[config.mk]
export PLATFORM = sky130hd
export DESIGN_NAME = spi_voice_regs_flat
export DESIGN_NICKNAME = d
export VERILOG_FILES = /design/src/rtl/spi_voice_regs_if.sv /design/src/rtl/spi_voice_regs.sv /design/src/flat_wrapper.sv
export SDC_FILE = /design/constraint.sdc
export NUM_CORES = 1
export LEC_CHECK = 0
export ABC_AREA = 1
export CAP_MARGIN = 20
export CELL_PAD_IN_SITES_DETAIL_PLACEMENT = 2
export CELL_PAD_IN_SITES_GLOBAL_PLACEMENT = 2
export CORE_MARGIN = 5
export CORE_UTILIZATION = 28
export CTS_BUF_LIST = sky130_fd_sc_hd__clkbuf_8
export CTS_CLUSTER_DIAMETER = 100
export DETAILED_ROUTE_END_ITERATION = 6
export MAX_ROUTING_LAYER = met4
export PLACE_DENSITY_LB_ADDON = 0.25
export SYNTH_ARGS = -nofsm -noshare
export SYNTH_HDL_FRONTEND = slang
export SYNTH_SLANG_ARGS = --single-unit
[constraint.sdc]
create_clock -name clk -period 3.3 [get_ports clk]
set_input_delay 0.66 -clock clk [delete_from_list [all_inputs] [get_ports clk]]
set_output_delay 0.66 -clock clk [all_outputs]
set_load 0.01 [all_outputs]
[src/rtl/spi_voice_regs_if.sv]
// spi_voice_regs_if: SPI pin bundle between an SPI master and the voice register file.
interface spi_voice_regs_if;
    logic sclk;
    logic nss;
    logic mosi;
    logic miso;
    modport master (output sclk, output nss, output mosi, input miso);
    modport slave  (input sclk, input nss, input mosi, output miso);
endinterface

[src/rtl/spi_voice_regs.sv]
// spi_voice_regs: multi-voice SPI register file, SPI pins oversampled in the clk domain.
module spi_voice_regs #(
    parameter int NUM_VOICES  = 4,
    parameter int SYNC_STAGES = 2
) (
    input  logic                     clk,
    input  logic                     rst_n,
    spi_voice_regs_if.slave          spi,
    output logic [8*NUM_VOICES-1:0]  adsr_ai_o,
    output logic [8*NUM_VOICES-1:0]  adsr_di_o,
    output logic [8*NUM_VOICES-1:0]  adsr_s_o,
    output logic [8*NUM_VOICES-1:0]  adsr_ri_o,
    output logic [32*NUM_VOICES-1:0] osc_count_o,
    output logic [16*NUM_VOICES-1:0] filter_a_o,
    output logic [16*NUM_VOICES-1:0] filter_b_o,
    output logic [NUM_VOICES-1:0]    mute_o,
    output logic [NUM_VOICES-1:0]    trig_o,
    output logic                     frame_err_o
);
    typedef enum logic [2:0] {ARMED, IDLE, CMD, DATA, DONE, ERR} state_t;
    state_t state_q, state_d;
    logic [SYNC_STAGES-1:0] sclk_sync_q, nss_sync_q, mosi_sync_q;
    logic sclk_prev_q, nss_prev_q;
    logic s_sclk, s_nss, s_mosi, sclk_rise, sclk_fall, nss_rise, nss_fall;
    logic [5:0] cnt_q;
    logic [7:0] cmd_q;
    logic [31:0] data_q, tx_q, rd_word;
    logic [6:0] nxt_cmd;
    logic miso_q, frame_err_q;
    logic [NUM_VOICES-1:0] mute_q, trig_q;
    logic [7:0] ai_q [NUM_VOICES];
    logic [7:0] di_q [NUM_VOICES];
    logic [7:0] s_q [NUM_VOICES];
    logic [7:0] ri_q [NUM_VOICES];
    logic [31:0] osc_q [NUM_VOICES];
    logic [15:0] fa_q [NUM_VOICES];
    logic [15:0] fb_q [NUM_VOICES];
    logic shift_cmd, shift_dat, load_tx, commit, err, cnt_inc, cnt_clr, miso_en;
    // nss chain resets low so a frame still in progress at release keeps the FSM in ARMED
    always_ff @(posedge clk) begin
        if (!rst_n) begin
            sclk_sync_q <= '0;
            nss_sync_q  <= '0;
            mosi_sync_q <= '0;
            sclk_prev_q <= 1'b0;
            nss_prev_q  <= 1'b0;
        end else begin
            sclk_sync_q <= {sclk_sync_q[SYNC_STAGES-2:0], spi.sclk};
            nss_sync_q  <= {nss_sync_q[SYNC_STAGES-2:0], spi.nss};
            mosi_sync_q <= {mosi_sync_q[SYNC_STAGES-2:0], spi.mosi};
            sclk_prev_q <= s_sclk;
            nss_prev_q  <= s_nss;
        end
    end
    assign s_sclk    = sclk_sync_q[SYNC_STAGES-1];
    assign s_nss     = nss_sync_q[SYNC_STAGES-1];
    assign s_mosi    = mosi_sync_q[SYNC_STAGES-1];
    assign sclk_rise = s_sclk & ~sclk_prev_q;
    assign sclk_fall = ~s_sclk & sclk_prev_q;
    assign nss_rise  = s_nss & ~nss_prev_q;
    assign nss_fall  = ~s_nss & nss_prev_q;
    always_ff @(posedge clk) begin
        if (!rst_n) state_q <= ARMED;
        else state_q <= state_d;
    end
    always_comb begin
        state_d = state_q;
        case (state_q)
            ARMED:   state_d = s_nss ? IDLE : ARMED;
            IDLE:    state_d = nss_fall ? CMD : IDLE;
            CMD:     state_d = nss_rise ? IDLE : (sclk_rise && cnt_q == 6'd7) ? DATA : CMD;
            DATA:    state_d = nss_rise ? IDLE : (sclk_rise && cnt_q == 6'd39) ? DONE : DATA;
            DONE:    state_d = nss_rise ? IDLE : sclk_rise ? ERR : DONE;
            ERR:     state_d = nss_rise ? IDLE : ERR;
            default: state_d = ARMED;
        endcase
    end
    // nss rise outranks a simultaneous sclk rise: that bit is never shifted or counted
    always_comb begin
        shift_cmd = state_q == CMD && sclk_rise && !nss_rise;
        shift_dat = state_q == DATA && sclk_rise && !nss_rise;
        load_tx   = shift_cmd && cnt_q == 6'd7;
        commit    = state_q == DONE && nss_rise && !cmd_q[7];
        err       = nss_rise && (state_q == CMD || state_q == DATA || state_q == ERR);
        cnt_inc   = sclk_rise && !nss_rise && (state_q == CMD || state_q == DATA || state_q == DONE || state_q == ERR);
        cnt_clr   = state_q == IDLE;
        miso_en   = state_q == DATA && cmd_q[7];
    end
    assign nxt_cmd = {cmd_q[5:0], s_mosi};
    always_comb begin
        rd_word = '0;
        for (int v = 0; v < NUM_VOICES; v++)
            if (nxt_cmd[6:2] == 5'(v))
                rd_word = nxt_cmd[1:0] == 2'd0 ? {ai_q[v], di_q[v], s_q[v], ri_q[v]} :
                          nxt_cmd[1:0] == 2'd1 ? osc_q[v] :
                          nxt_cmd[1:0] == 2'd2 ? {fa_q[v], fb_q[v]} : {31'b0, mute_q[v]};
    end
    always_ff @(posedge clk) begin
        if (!rst_n) begin
            cnt_q       <= '0;
            cmd_q       <= '0;
            data_q      <= '0;
            tx_q        <= '0;
            miso_q      <= 1'b0;
            frame_err_q <= 1'b0;
            trig_q      <= '0;
            mute_q      <= '1;
            for (int v = 0; v < NUM_VOICES; v++) begin
                ai_q[v]  <= '0;
                di_q[v]  <= '0;
                s_q[v]   <= '0;
                ri_q[v]  <= '0;
                osc_q[v] <= '0;
                fa_q[v]  <= '0;
                fb_q[v]  <= '0;
            end
        end else begin
            cnt_q       <= cnt_clr ? '0 : (cnt_inc && cnt_q != 6'h3f) ? cnt_q + 6'd1 : cnt_q;
            cmd_q       <= shift_cmd ? {cmd_q[6:0], s_mosi} : cmd_q;
            data_q      <= shift_dat ? {data_q[30:0], s_mosi} : data_q;
            tx_q        <= load_tx ? rd_word : (miso_en && sclk_fall) ? {tx_q[30:0], 1'b0} : tx_q;
            miso_q      <= miso_en ? (sclk_fall ? tx_q[31] : miso_q) : 1'b0;
            frame_err_q <= err;
            trig_q      <= '0;
            for (int v = 0; v < NUM_VOICES; v++) begin
                if (commit && cmd_q[6:2] == 5'(v)) begin
                    if (cmd_q[1:0] == 2'd0) {ai_q[v], di_q[v], s_q[v], ri_q[v]} <= data_q;
                    if (cmd_q[1:0] == 2'd1) osc_q[v] <= data_q;
                    if (cmd_q[1:0] == 2'd2) {fa_q[v], fb_q[v]} <= data_q;
                    if (cmd_q[1:0] == 2'd3) begin
                        mute_q[v] <= data_q[0];
                        trig_q[v] <= data_q[1];
                    end
                end
            end
        end
    end
    for (genvar v = 0; v < NUM_VOICES; v++) begin : g_pack
        assign adsr_ai_o[8*v +: 8]    = ai_q[v];
        assign adsr_di_o[8*v +: 8]    = di_q[v];
        assign adsr_s_o[8*v +: 8]     = s_q[v];
        assign adsr_ri_o[8*v +: 8]    = ri_q[v];
        assign osc_count_o[32*v +: 32] = osc_q[v];
        assign filter_a_o[16*v +: 16] = fa_q[v];
        assign filter_b_o[16*v +: 16] = fb_q[v];
    end
    assign mute_o      = mute_q;
    assign trig_o      = trig_q;
    assign frame_err_o = frame_err_q;
    assign spi.miso    = miso_q;
endmodule

[src/flat_wrapper.sv]
// flat-port wrapper written by rule: the top's interface ports become plain ports
module spi_voice_regs_flat 
#(
    parameter int NUM_VOICES  = 4,
    parameter int SYNC_STAGES = 2
)
  (clk, rst_n, adsr_ai_o, adsr_di_o, adsr_s_o, adsr_ri_o, osc_count_o, filter_a_o, filter_b_o, mute_o, trig_o, frame_err_o, spi_sclk, spi_nss, spi_mosi, spi_miso);
  spi_voice_regs_if spi_i ();
  input  logic clk;
  input  logic rst_n;
  output logic [8*NUM_VOICES-1:0] adsr_ai_o;
  output logic [8*NUM_VOICES-1:0] adsr_di_o;
  output logic [8*NUM_VOICES-1:0] adsr_s_o;
  output logic [8*NUM_VOICES-1:0] adsr_ri_o;
  output logic [32*NUM_VOICES-1:0] osc_count_o;
  output logic [16*NUM_VOICES-1:0] filter_a_o;
  output logic [16*NUM_VOICES-1:0] filter_b_o;
  output logic [NUM_VOICES-1:0] mute_o;
  output logic [NUM_VOICES-1:0] trig_o;
  output logic frame_err_o;
  input wire logic [$bits(spi_i.sclk)-1:0] spi_sclk;
  input wire logic [$bits(spi_i.nss)-1:0] spi_nss;
  input wire logic [$bits(spi_i.mosi)-1:0] spi_mosi;
  output wire logic [$bits(spi_i.miso)-1:0] spi_miso;
  assign spi_i.sclk = spi_sclk;
  assign spi_i.nss = spi_nss;
  assign spi_i.mosi = spi_mosi;
  assign spi_miso = spi_i.miso;
  spi_voice_regs #(.NUM_VOICES(NUM_VOICES), .SYNC_STAGES(SYNC_STAGES)) u_core (.clk(clk), .rst_n(rst_n), .spi(spi_i), .adsr_ai_o(adsr_ai_o), .adsr_di_o(adsr_di_o), .adsr_s_o(adsr_s_o), .adsr_ri_o(adsr_ri_o), .osc_count_o(osc_count_o), .filter_a_o(filter_a_o), .filter_b_o(filter_b_o), .mute_o(mute_o), .trig_o(trig_o), .frame_err_o(frame_err_o));
endmodule
-- Yosys cells after proc, flatten, opt, wreduce, memory -nomap -nowiden
Memory sizes are Yosys's and may differ from the RTL's.
Cells that the tools add are included.
- add/subtract/negate cells: 1
- equality and inequality tests: 19
- muxes and demuxes: 47
- bitwise logic cells: 13
- reductions and logical operators: 49
- operator list (cell ; count):
    32-bit 2-to-1 mux ; 22
    2-bit AND reduction ; 17
    5-bit by 2-bit equality test with 1-bit output, second input constant ; 4
    1-bit logical AND ; 19
    1-bit 2-to-1 mux ; 18
    3-bit one-hot mux with 6 select lines ; 1
    3-bit 2-to-1 mux ; 5
    5-bit by 1-bit equality test with 1-bit output, second input constant ; 2
    5-bit logical NOT ; 2
    6-bit by 1-bit adder with 6-bit output, second input constant ; 1
    2-bit equality test, second input constant ; 3
    3-bit by 2-bit equality test with 1-bit output, second input constant ; 2
    3-bit equality test, second input constant ; 2
    6-bit by 3-bit equality test with 1-bit output, second input constant ; 1
    6-bit equality test, second input constant ; 1
    6-bit inequality test, second input constant ; 1
    1-bit NOT ; 5
    1-bit bitwise AND ; 4
    2-bit by 1-bit equality test with 1-bit output, second input constant ; 2
    2-bit logical NOT ; 2
    1-bit logical OR ; 4
    1-bit OR ; 4
    3-bit by 1-bit equality test with 1-bit output, second input constant ; 1
    3-bit logical NOT ; 1
    4 further kinds ; 5
- bits in registers: 355
- bits in writable memories: 128
- logic and storage cells: 174
- memories: 1
- memory list (memory ; words ; width ; rd ports ; clocked after Yosys merged registers in ; write ports ; line ; text):
    u_core.osc_q ; 4 ; 32 ; 4 ; 0 ; 4 ; spi_voice_regs.sv:35 ; logic [31:0] osc_q [NUM_VOICES];

-- Depth between registers and ports, before layout
Gate-level depths: netlist of the first run.
- word-level depth: 9
- mapped depth: 14

-- Worst setup path after synthesis of the first run
No wires, ideal clock.
- path kind: register -> register
- start: reg u_core.nss_sync_q[1]
- end: mem u_core.osc_q[2][0] (enable)
- library setup time: 0.466 ns
- arrival time: 3.241 ns
- data required time: 2.834 ns
- path slack: -0.407 ns
- cell stages (with the launch flop): 5
- path buffers: 0
- period minus slack after synthesis: 3.707 ns
- cell sequence: dfxtp_1 > nand2_1 > nor3_4 > nand2_1 > o21ai_0
- RTL lines (what ; line ; text):
    from (decl) ; spi_voice_regs.sv:22 ; logic [SYNC_STAGES-1:0] sclk_sync_q, nss_sync_q, mosi_sync_q;
    from (signal assigned) ; spi_voice_regs.sv:49 ; nss_sync_q <= {nss_sync_q[SYNC_STAGES-2:0], spi.nss};
    to (decl) ; spi_voice_regs.sv:35 ;

-- Worst setup path in the final report of the first run
- start: reg u_core.cmd_q[0]
- end: reg u_core.tx_q[14]
- longest elaborated chain between the ends: 9
- ends and longest elaborated chain (what ; line ; text):
    from (decl) ; spi_voice_regs.sv:26 ; logic [7:0] cmd_q;
    from (signal assigned) ; spi_voice_regs.sv:119 ; cmd_q <= shift_cmd ? {cmd_q[6:0], s_mosi} : cmd_q;
    2-bit equality test ; spi_voice_regs.sv:96 ; nxt_cmd[1:0] == 2'd2 ? {fa_q[v], fb_q[v]} : {31'b0, mute_q[v]};
    32-bit 2-to-1 mux ; spi_voice_regs.sv:96 ;
    32-bit 2-to-1 mux ; spi_voice_regs.sv:95 ; nxt_cmd[1:0] == 2'd1 ? osc_q[v] :
    32-bit 2-to-1 mux ; spi_voice_regs.sv:94 ; rd_word = nxt_cmd[1:0] == 2'd0 ? {ai_q[v], di_q[v], s_q[v], ri_q[v]} :
    32-bit 2-to-1 mux (3 in a row) ; spi_voice_regs.sv:93 ; if (nxt_cmd[6:2] == 5'(v))
    32-bit 2-to-1 mux * ; spi_voice_regs.sv:93 ;
    32-bit 2-to-1 mux * ; spi_voice_regs.sv:121 ; tx_q <= load_tx ? rd_word : (miso_en && sclk_fall) ? {tx_q[30:0], 1'b0} : tx_q;
    to (signal assigned) ; spi_voice_regs.sv:121 ;
    to (decl) ; spi_voice_regs.sv:27 ; logic [31:0] data_q, tx_q, rd_word;
Every way passes the cells marked *; elsewhere a longest branch is shown, timed or not.
A chain may end at the register's enable or synchronous reset.

==> results.json, run 1 <==
{
  "wl_per_cell_um": 27.2,
  "synth_cells": 2497,
  "area_growth_pct": 33.7,
  "rrSetupSlack_ps": 690,
  "reg2reg_depth": 8,
  "firstDrtPassIters": 5,
  "sw_frac_of_total": 0.249,
  "synth_compound_area_frac": 0.241,
  "p_int_uw": 9420,
  "critPathMaxFanout": 31,
  "ys.flop_type": "dfxtp_1",
  "multi_input_area_um2": 7390,
  "seq_area_frac_synth": 0.544,
  "vias": 20420,
  "hold_slack_ps": 424,
  "final_layout_size_suffix_gt1_frac": 0.0662,
  "nFillCells": 8035,
  "fp.dieH_um": 278,
  "drv_cap": 0,
  "cp-start-kind": "register",
  "status": "finished clean",
  "busiest_layer": "met2",
  "cts_tree": "built",
  "core-area_um2": 71400,
  "yosys.cell_types.count": 33,
  "rsz0062_at_grt": "false",
  "synth_commonest_cells": "403 x o21ai_0, 355 x dfxtp_1, 329 x nand2_1",
  "postSynthAreaPerCell_um2": 8.06,
  "clock_power_share": 0.455,
  "vdd_ir_drop_max_mv": 0.246,
  "power_density_nw_per_um2": 466,
  "synth.most_common_cell": "o21ai_0",
  "p_leak_uw": 0.00938,
  "cp.arrival_ps": 3160,
  "nets": 2864,
  "power.total_uw": 12500,
  "r2r-end": "u_core.tx_q[14]",
  "yosys_warnings": 0,
  "numPortBuffers": 398,
  "synth_top_family_by_area": "compound AO/OA/AOI/OAI gates",
  "crit_buf_inv": 2,
  "grt_pass1_vias": 22281,
  "gp_congestion": 0.886,
  "postCtsSetupRepairBufs": 0,
  "grtUsageTotal": 0.270,
  "drt_first_iter_violations": 1409,
  "pwr-share-seq": 0.498,
  "syn_nets": 2503,
  "clock_latency_ps": 680,
  "critPathTopFamily": "flip-flops",
  "viasPerCell": 5.26,
  "drc": 0,
  "netlist_area_um2": 20100,
  "crit_chain": "nor2_4 > inv_2 > buf_12 > nor2_1 > o21ai_0 > nand2_1 > nor2_1 > nor2_1",
  "min_period_ps": 2610,
  "cpMaxStageDelayCell": "dfxtp_1",
  "grt_first_pass_wirelength_um": 152000,
  "htree_levels": 3,
  "synth.largest_area_cell": "dfxtp_1",
  "fmax_mhz": 383,
  "hold_buffers": 0,
  "synth_simple_gate_area_frac": 0.121,
  "combinationalPowerShare": 0.046,
  "setup.worst_path.class": "reg -> reg",
  "grt_overflow": 0,
  "max_stage_delay_ps": 690,
  "slew_headroom": 0.408,
  "critPathRequiredTime_ps": 3850,
  "crit_top_cell": "nor2_1",
  "ys_ff_latch": 483,
  "fin_tns_setup_ps": 0,
  "fin_skew_ps": 50.2,
  "start_util": 0.282,
  "endpoint_kind": "register",
  "ctsResizeCount": 0,
  "io_pins": 399,
  "switchingPower_uw": 3120,
  "yosys.area_share.xor_xnor": 0,
  "synth_mux_area_frac": 0.000497,
  "r2r_start": "u_core.cmd_q[0]",
  "synthAdderAreaFrac": 0.000622,
  "ff_latch_area_um2": 11000,
  "worst_slew_pin_slew_ps": 887,
  "setup_viol": 0,
  "min_path_type": "reg -> reg",
  "ant_nets": 0,
  "rows": 98,
  "path_clk_slew_ps": 60,
  "cp-startpoint": "u_core.cmd_q[0]",
  "finalCritPeriodShare": 0.790,
  "async_flop_share": 0,
  "ctsRootBufferMaster": "clkbuf_8",
  "synth_edf_count": 128,
  "dp_hpwl_um": 75000,
  "grt_max_degree": 99,
  "cts_buffers": 88,
  "wl_um": 106000,
  "antenna_found_initial": 2,
  "die_area_um2": 77400,
  "clk_path_buf_depth": 3,
  "synth_area_leaders": "dfxtp_1 35%, edfxtp_1 19%, o21ai_0 10%",
  "finalNonFillerCells": 3885,
  "synth_top_area_frac": 0.353,
  "critPathCapture": "u_core.tx_q[14]",
  "grt_use_met1": 0.300,
  "dp.cells": 3718,
  "slew_viol_final": 0,
  "cp.depth": 8,
  "numClockSinks": 483,
  "use_met3": 0.0445,
  "hold_viol_final": 0,
  "die_w_um": 278,
  "grt_util_met2": 0.481
}
[power groups by stage]
stage | Clock [µW] | Combinational (µW) | Sequential, µW
final | 5710 | 581 | 6250
after global routing | 6090 | 622 | 6250
after CTS | 5850 | 589 | 6250
after detailed placement | 0 | 585 | 6370
after global placement | 0 | 570 | 6370
after floorplan | 0 | 218 | 6370
[how the worst min path moves through the flow]
stage               depth (start not counted)                     to                  start
floorplan                                   2  u_core.mosi_sync_q[1]  u_core.mosi_sync_q[0]
global placement                            2  u_core.sclk_sync_q[1]  u_core.sclk_sync_q[0]
detailed placement                          2  u_core.sclk_sync_q[1]  u_core.sclk_sync_q[0]
CTS                                         2  u_core.sclk_sync_q[1]  u_core.sclk_sync_q[0]
global route                                2  u_core.sclk_sync_q[1]  u_core.sclk_sync_q[0]
finish                                      2  u_core.sclk_sync_q[1]  u_core.sclk_sync_q[0]
[layout by cell type, fill, tap and decap left out, types with 2 or more instances in the layout]
master	n
o221ai_1	33
a31oi_1	51
o21ai_1	21
inv_1	346
nor2_2	3
a211oi_1	2
clkinv_2	6
nand3_2	4
nand3_1	35
buf_12	6
clkinv_1	9
a41oi_1	2
dfxtp_1	355
nand4_1	5
nand2_1	323
o21ai_0	402
clkbuf_8	106
inv_2	2
diode_2	3
nor3_1	3
nor2_1	237
bufinv_16	2
edfxtp_1	128
nand2_2	6
a221oi_1	11
buf_4	50
a21oi_1	314
nor2_4	3
clkdlybuf4s50_1	397
o211ai_1	39
o22ai_1	19
[through the flow]
| step | setup WS, ps | utilization | cell area, µm² |
|---|---|---|---|
| 6_report | 692 | 0.377 | 26900 |
| 5_1_grt | 487 | 0.377 | 26900 |
| 3_5_place_dp | 688 | 0.353 | 25200 |
| 3_3_place_gp | 789 | 0.353 | 25200 |
| 4_1_cts | 680 | 0.377 | 26900 |
| 2_1_floorplan | 456 | - | 20100 |
[sequential cells by signal, indices dropped and copies added (netlist names), 3 cells and up]
name               count
u_core.filter_a_o     64
u_core.adsr_s_o       32
u_core.tx_q           32
u_core.adsr_ai_o      32
u_core.adsr_di_o      32
u_core.cmd_q           8
u_core.data_q         32
u_core.osc_q         128
u_core.trig_o          4
u_core.state_q         3
u_core.mute_o          4
u_core.filter_b_o     64
u_core.cnt_q           6
u_core.adsr_ri_o      32
[cell type report]
cell class | instances | area share
Sequential cell | 483 | 0.407
Multi-Input combinational cell | 1523 | 0.275
Timing Repair Buffer | 454 | 0.167
Clock buffer | 105 | 0.0537
Tap cell | 950 | 0.0442
Inverter | 308 | 0.0430
Clock inverter | 59 | 0.0108
Antenna cell | 3 | 0.000279
[worst reg2reg max path, cell delays in order, from the launching register on]
cell,delay [ps]
dfxtp_1,690
nor2_4,90
inv_2,360
buf_12,310
nor2_1,100
o21ai_0,620
nand2_1,120
nor2_1,150
nor2_1,60
[per-layer routing]
metal,routed length [µm],up-vias,part of all wire
met3,5250,205,0.050
met1,41700,10407,0.39
met2,54000,676,0.51
li1,-,9132,-
met4,4880,0,0.046
met5,0,-,0
[kinds of logic after synthesis]
group | count (synthesis)
AOI/OAI and AO/OA | 897
adders and majority gates | 1
buffers and inverters | 491
DFF | 483
muxes | 1
and+or+nand+nor | 624
(Power assumes the default switching activity.)
==> run 2: changes to the inputs <==
CORE_UTILIZATION = 31   (was 28)
clock period = 2.4 ns   (was 3.3 ns; I/O delays follow)
==> run 2 against run 1 <==
Design area is 1.6% higher. Via count rose by 1.6%. First-iteration DRC count is 7.9% lower. Non-clock buffer count rose by 38. Hold slack got worse by 120 ps. Clock skew fell by 18 ps. Wire length decreased by 1.1%. Register-to-register slack lost 530 ps. Core utilization is 4.8 points higher. Clock-buffer cell count is 7 higher. Power up 40%. Critical endpoint is now adsr_s_o[5]. Largest cell class unchanged. Largest power group unchanged.
==> results.json, run 2 (same netlist as run 1, synthesis figures left out) <==
{
  "clk_path_buf_depth": 3,
  "dr.max_layer_used": "met4",
  "clock_latency_ps": 700,
  "nets": 2902,
  "min_period_ps": 2310,
  "cp.arrival_ps": 1830,
  "power_density_nw_per_um2": 640,
  "critPathMaxFanout": 3,
  "rsz0062_at_grt": "true",
  "htree_levels": 3,
  "dpl_cell_area_um2": 25500,
  "core-area_um2": 64300,
  "final_layout_size_suffix_gt1_frac": 0.0825,
  "finalWorstSetupSlack_ps": 86.8,
  "final_cell_mix": "400 x o21ai_0, 397 x clkdlybuf4s50_1, 355 x dfxtp_1",
  "wl_um": 105000,
  "crit_buf_inv": 1,
  "firstDrtPassIters": 5,
  "numClockSinks": 483,
  "worst_slew_pin_slew_ps": 601,
  "met2WireLength_um": 54300,
  "cts_tree": "built",
  "grt_pass1_vias": 22782,
  "grtUsageTotal": 0.295,
  "die_w_um": 265,
  "ant_nets": 0,
  "final_common_cell": "o21ai_0",
  "vias": 20748,
  "min_path_type": "in -> reg",
  "p_leak_uw": 0.00966,
  "dr_wl_met3_um": 4920,
  "status": "finished clean",
  "top_register": "u_core.osc_q",
  "drv_cap": 0,
  "cts_buffers": 88,
  "dp_hpwl_um": 74800,
  "grt_max_degree": 114,
  "io_pins": 399,
  "gp_congestion": 0.897,
  "rows": 93,
  "largest_register_ffs": 128,
  "grt_overflow": 0,
  "die_area_um2": 70100,
  "cp-start-kind": "register",
  "antenna_found_initial": 2,
  "crit_chain": "clkdlybuf4s50_1",
  "postCtsSetupRepairBufs": 0,
  "vdd_ir_drop_max_mv": 0.413,
  "wl_met1_um": 40900,
  "fp.dieH_um": 265,
  "dp_slack_ps": -44.2,
  "endpoint_kind": "output port",
  "fin_tns_setup_ps": 0,
  "viasPerCell": 5.42,
  "hold_viol_final": 0,
  "cpMaxStageDelayCell": "clkdlybuf4s50_1",
  "finalCritPeriodShare": 0.964,
  "design_area_um2": 27300,
  "critPathRequiredTime_ps": 1920,
  "wl_per_cell_um": 27.3,
  "setup_viol": 0,
  "max_stage_delay_ps": 610,
  "area_growth_pct": 35.8,
  "slew_viol_final": 0,
  "drc": 0,
  "numPortBuffers": 398,
  "path_clk_slew_ps": 60,
  "hold_buffers": 0,
  "fmax_mhz": 432,
  "fin_skew_ps": 31.8,
  "setup.worst_path.class": "reg -> out",
  "slew_headroom": 0.600,
  "drt_first_iter_violations": 1298,
  "grt_first_pass_wirelength_um": 152000,
  "start_util": 0.313,
  "ctsRootBufferMaster": "clkbuf_8",
  "critPathTopFamily": "buffers and inverters"
}
-- run 2: path summary, 6_finish.rpt --
path                            to                   from  slack (ps)  depth (start not counted)
max                    adsr_s_o[5]     u_core.adsr_s_o[5]          90                          1
min          u_core.filter_a_o[63]                  rst_n         310                          3
max reg2reg  u_core.filter_b_o[47]        u_core.cmd_q[5]         160                          9
min reg2reg  u_core.sclk_sync_q[1]  u_core.sclk_sync_q[0]         440                          2
-- run 2: what timing repair did --
item,CTS,global route
resized for setup,1,3
endpoints found under the setup margin,1,6
gates cloned,0,0
-- run 2: final cells by class --
class | count | area [µm²]
fill | 7040 | 37000
sequential | 483 | 11000
multi-input combinational | 1523 | 7400
timing repair buffer | 492 | 4960
clock buffer | 112 | 1540
inverter | 308 | 1160
tap | 855 | 1070
clock inverter | 52 | 256
antenna | 3 | 7.51
-- run 2: power breakdown --
group | switching, µW | internal, µW | total, µW
Sequential | 122 | 8470 | 8600
Combinational | 497 | 318 | 815
Clock | 3790 | 4310 | 8100
-- run 2: layer usage --
layer,vias to the layer above,GRT usage
li1,9216,-
met1,10568,0.331
met2,754,0.530
met3,210,0.0391
met4,0,0.119
met5,-,-
-- run 2: metrics by stage --
stage	instances	power, µW	hold WS [ps]	utilization
2_1_floorplan	2497	9060	390	-
3_3_place_gp	3661	9550	400	0.397
3_5_place_dp	3661	9580	430	0.397
4_1_cts	3825	17600	256	0.425
5_1_grt	3827	18100	313	0.425
6_report	3828	17500	307	0.425
